**src/rtl/fxp_result_streamer.sv**
```systemverilog
// Buffers filter results in a FIFO and streams each word as MSB-first, sign-extended bytes
// over a ready/valid byte link. Serializer holds one word beyond the FIFO capacity.
module fxp_result_streamer #(
    parameter  int unsigned OUT_W      = 14,
    parameter  int unsigned FIFO_DEPTH = 16,
    parameter  int unsigned BYTE_W     = 8,
    localparam int unsigned CNT_W      = $clog2(FIFO_DEPTH + 1)
) (
    input  logic              clk,
    input  logic              rst,
    input  logic [OUT_W-1:0]  in_result,
    input  logic              in_valid,
    output logic [BYTE_W-1:0] out_data,
    output logic              out_valid,
    input  logic              out_ready,
    output logic              out_last,
    output logic [CNT_W-1:0]  fill,
    output logic              overflow,
    input  logic              clr_ovf
);

    localparam int unsigned NB  = (OUT_W + BYTE_W - 1) / BYTE_W;
    localparam int unsigned WW  = NB * BYTE_W;
    localparam int unsigned AW  = $clog2(FIFO_DEPTH);
    localparam int unsigned BCW = (NB > 1) ? $clog2(NB) : 1;

    typedef enum logic {IDLE, SEND} state_e;

    state_e            state_q, state_d;
    logic [OUT_W-1:0]  mem_q [FIFO_DEPTH];
    logic [AW-1:0]     wr_ptr_q, rd_ptr_q;
    logic [CNT_W-1:0]  fill_q, fill_d;
    logic              ovf_q, ovf_d;
    logic [WW-1:0]     sh_q, sh_d, head_word;
    logic [BCW-1:0]    cnt_q, cnt_d;
    logic [BYTE_W-1:0] data_q, data_d;
    logic              valid_q, valid_d;
    logic              last_q, last_d;
    logic              fill_nz, load, pop, push;

    assign fill_nz   = (fill_q != '0);
    assign head_word = WW'($signed(mem_q[rd_ptr_q]));
    assign push      = in_valid & ((fill_q != CNT_W'(FIFO_DEPTH)) | pop);

    // sh_q holds the bytes still to be sent after the one presented on out_data
    always_comb begin
        state_d = state_q;
        sh_d    = sh_q;
        cnt_d   = cnt_q;
        data_d  = data_q;
        valid_d = 1'b0;
        last_d  = 1'b0;
        load    = 1'b0;
        unique case (state_q)
            IDLE: load = fill_nz;
            SEND: begin
                valid_d = 1'b1;
                last_d  = last_q;
                if (out_ready) begin
                    if (cnt_q != BCW'(NB - 1)) begin
                        cnt_d  = cnt_q + 1'b1;
                        data_d = sh_q[WW-1 -: BYTE_W];
                        sh_d   = sh_q << BYTE_W;
                        last_d = (cnt_d == BCW'(NB - 1));
                    end else if (fill_nz) begin
                        load = 1'b1;
                    end else begin
                        state_d = IDLE;
                        valid_d = 1'b0;
                        last_d  = 1'b0;
                    end
                end
            end
            default: state_d = IDLE;
        endcase
        pop = load;
        if (load) begin
            data_d  = head_word[WW-1 -: BYTE_W];
            sh_d    = head_word << BYTE_W;
            cnt_d   = '0;
            valid_d = 1'b1;
            last_d  = (NB == 1);
            state_d = SEND;
        end
    end

    always_comb begin
        fill_d = fill_q;
        if (push && !pop) begin
            fill_d = fill_q + 1'b1;
        end else if (pop && !push) begin
            fill_d = fill_q - 1'b1;
        end
    end

    // A drop in the same cycle as a clear wins
    assign ovf_d = (in_valid & ~push) | (ovf_q & ~clr_ovf);

    always_ff @(posedge clk or posedge rst) begin
        if (rst) begin
            state_q  <= IDLE;
            wr_ptr_q <= '0;
            rd_ptr_q <= '0;
            fill_q   <= '0;
            ovf_q    <= 1'b0;
            sh_q     <= '0;
            cnt_q    <= '0;
            data_q   <= '0;
            valid_q  <= 1'b0;
            last_q   <= 1'b0;
        end else begin
            state_q <= state_d;
            fill_q  <= fill_d;
            ovf_q   <= ovf_d;
            sh_q    <= sh_d;
            cnt_q   <= cnt_d;
            data_q  <= data_d;
            valid_q <= valid_d;
            last_q  <= last_d;
            if (push) wr_ptr_q <= wr_ptr_q + 1'b1;
            if (pop)  rd_ptr_q <= rd_ptr_q + 1'b1;
        end
    end

    always_ff @(posedge clk) begin
        if (push) mem_q[wr_ptr_q] <= in_result;
    end

    assign out_data  = data_q;
    assign out_valid = valid_q;
    assign out_last  = last_q;
    assign fill      = fill_q;
    assign overflow  = ovf_q;

endmodule

```
**config.mk**
```make
export PLATFORM = sky130hd
export DESIGN_NAME = fxp_result_streamer
export DESIGN_NICKNAME = d
export VERILOG_FILES = /design/src/rtl/fxp_result_streamer.sv
export SDC_FILE = /design/constraint.sdc
export NUM_CORES = 1
export LEC_CHECK = 0
export ABC_AREA = 1
export CORE_ASPECT_RATIO = 1.25
export CORE_MARGIN = 1.5
export CORE_UTILIZATION = 61
export CTS_CLUSTER_SIZE = 16
export DETAILED_ROUTE_END_ITERATION = 12
export PLACE_DENSITY = 0.79
export SLEW_MARGIN = 20
export SYNTH_ARGS = -nofsm -noshare
export SYNTH_HDL_FRONTEND = slang
export SYNTH_SLANG_ARGS = --single-unit
```
**constraint.sdc**
```tcl
create_clock -name clk -period 6.78 [get_ports clk]
set_input_delay 1.017 -clock clk [delete_from_list [all_inputs] [get_ports clk]]
set_output_delay 1.017 -clock clk [all_outputs]
set_load 0.02 [all_outputs]
```
==> metrics <==
reg-to-reg startpoint rd_ptr_q[0]; Worst path most repeated cell nand2_1; routability cong. 0.872; Crit path required time 7.20 ns; period utilization 0.458; first-pass GRT wire length 37.7 mm; Min-Delay Path Depth 2; FF+latch count, synth 257; share of cells above drive strength 1 0.0740; Clock Tree Root clkbuf_16; Crit path max-delay family buffers and inverters; Pleak 4.43 nW; Pwr per Cell Area 437 nW/um2; clock power share 0.262; Startpoint Class input port; Min-Delay Endpoint out_data[1]; Async S/R FF share, synth 0.128; core area 16,900 um2; final WL 24.3 mm; wire per inst 20.6 um; Critical Path End Type flop; Area Growth Syn to Fin 11.5%; CP max-delay cell clkdlybuf4s50_1; chip width 121 um; Switching Fraction 0.368; initial core utilization 0.629; CTS resizes 0; Num CTS Buffers 24; Comb pwr share 0.327; EDFF count, synth 224; hpwl dp 14.3 mm; Clock Path Buffers 3; Cell variety after synth 30; initial drt markers 744; n_diodes 0; Die Height 151 um; # nets final 970; Compound-Gate Fraction of Synth Area 0.0271; row cnt 53; H-tree levels 1; Max-cap violations 0; Worst R2R Setup Slack 4.13 ns; HP Start out_data[1]; postcts setup bufs 0; most frequent cells in the layout 224 x nand2_1, 224 x edfxtp_1, 169 x nand3_1; die area 18,200 um2; synthesized area per cell 11.6 um2; Synth Warn # 0; Peak Freq 0.322 GHz; CP max FO 8; setup TNS 0 ns; Final ANT Viol Nets 0; Clk Latency, worst-skew pair 0.52 ns; sequential share of power 0.412; VDD IR max 0.283 mV; GRT Util Overall 0.278; crit path kind in2reg; initial antenna violation count 0; worst slew pin tran 1.11 ns; outcome finished, final reports clean; CTS Sinks 257; vias in the first global route 6,953; Clock Skews 0.0102 ns; Final Hold Viols 0; unrepaired setup endpoints after global routing false; largest family of logic cells by synthesized area simple AND/OR/NAND/NOR gates; most common flop cell mapped by yosys edfxtp_1; pin count of the biggest net entering global routing 114; R2R depth 9; vias per cell 5.95; worst setup margin 3.68 ns; TritonCTS clock tree built; synthesized net count 948; post-layout min period 3.10 ns; worst path cell trace clkdlybuf4s50_1, nand2_1, nand2_1, nand2_2, nand2_2, nand2_2, inv_2, ha_1, inv_1, fa_1, nand2_1, nand2_1, a21oi_1, xor2_1, nand2_1, o21ai_0; gr ovfl total 0; R2R Path End out_data[2]; clk slew on worst S/H paths 0.06 ns; worst path arrival time 3.53 ns; Min-Delay Path Class reg2reg; Slew HR 0.262; Port Buffers 34; Psw 0.00190 W; drt pass-1 iters 5; Final Setup Violations 0; routed via count 7,018; Synth Area in Simple Gates 0.202; Placement Setup Slack 3.10 ns; Seq/Total Area, Yosys 0.710; P_int 0.00327 W; Synth Area in XOR/XNOR 0.00741; Slew Limit Fails 0; Synth Cell Area 10,600 um2; Fillers 1,157; mux share of post-synthesis cell area 0; Bufs and invs on worst path 3; Synth Area in Adders 0.0125; crit-path max cell delay 0.52 ns; num ports 35; drc violations 0; Mapped Cells 919; CTS Hold Bufs 0
layer usage:
| layer | wire [um] | vias up | track usage |
|---|---|---|---|
| met1 | 8800 | 3356 | 0.347 |
| met4 | 1190 | 0 | 0.135 |
| met2 | 12500 | 364 | 0.485 |
| li1 | - | 3208 | - |
| met3 | 1770 | 90 | 0.0314 |
| met5 | 0 | - | 0 |
registers in the layout, summed over array words and instances, names as in the netlist:
register   flops
overflow       1
rd_ptr_q       4
cnt_q          1
mem_q        224
fill           5
out_data       8
wr_ptr_q       4
out_valid      1
sh_q           8
out_last       1
metrics by stage:
stage,hold slack [ns],power [W],instances,cell area [um2],utilization
floorplan,0.449,0.00332,919,10600,-
global placement,0.464,0.00378,1135,11000,0.652
detailed placement,0.469,0.00381,1135,11000,0.653
CTS,0.484,0.00516,1179,11800,0.700
global route,0.506,0.00542,1179,11900,0.701
finish,0.480,0.00517,1179,11900,0.701
tightest hold or removal path, stage by stage (launching register included):
cell     delay [ns]
dfrtp_1        0.34
nand2_1        0.06
nand2_1        0.05
Yosys cell counts (all sizes together) (8+ instances only):
master / count / area share
dfrtp: 33 / 0.078
xor2: 8 / 0.0066
nor2: 103 / 0.037
nand2: 229 / 0.082
ha: 9 / 0.011
clkbuf: 8 / 0.0029
inv: 33 / 0.012
nand3: 170 / 0.080
buf: 41 / 0.026
o21ai: 43 / 0.021
edfxtp: 224 / 0.63
a21oi: 12 / 0.0056
cell families after synthesis:
kind of cell | after synthesis
xor+xnor | 9
fa+ha+maj | 10
compound gates | 56
buf+inv | 82
simple gates | 505
flops | 257
how the worst max path moves through the flow:
stage                   endpoint  startpoint  depth (start not counted)
floorplan                fill[4]   out_ready                         15
global placement    mem_q[6][10]   out_ready                          9
detailed placement  mem_q[2][12]   out_ready                          9
CTS                  mem_q[2][0]   out_ready                          9
global route             fill[4]   out_ready                         16
finish                   fill[4]   out_ready                         16
power groups by stage:
stage	logic (W)	clock network (W)	registers, W
finish	0.00169	0.00135	0.00213
global route	0.00186	0.00141	0.00215
CTS	0.00167	0.00136	0.00213
detailed placement	0.00166	0	0.00216
global placement	0.00162	0	0.00215
floorplan	0.00121	0	0.00211
area by class of cell:
cell class | count | area (um2) | share of cell area
Clock inverter | 14 | 141 | 0.0119
Timing Repair Buffer | 45 | 423 | 0.0357
Sequential cell | 257 | 7560 | 0.638
Tap cell | 220 | 275 | 0.0232
Clock buffer | 30 | 654 | 0.0552
Inverter | 33 | 131 | 0.0111
Multi-Input combinational cell | 580 | 2670 | 0.225
No activity file was read; power rests on OpenSTA's default activity.
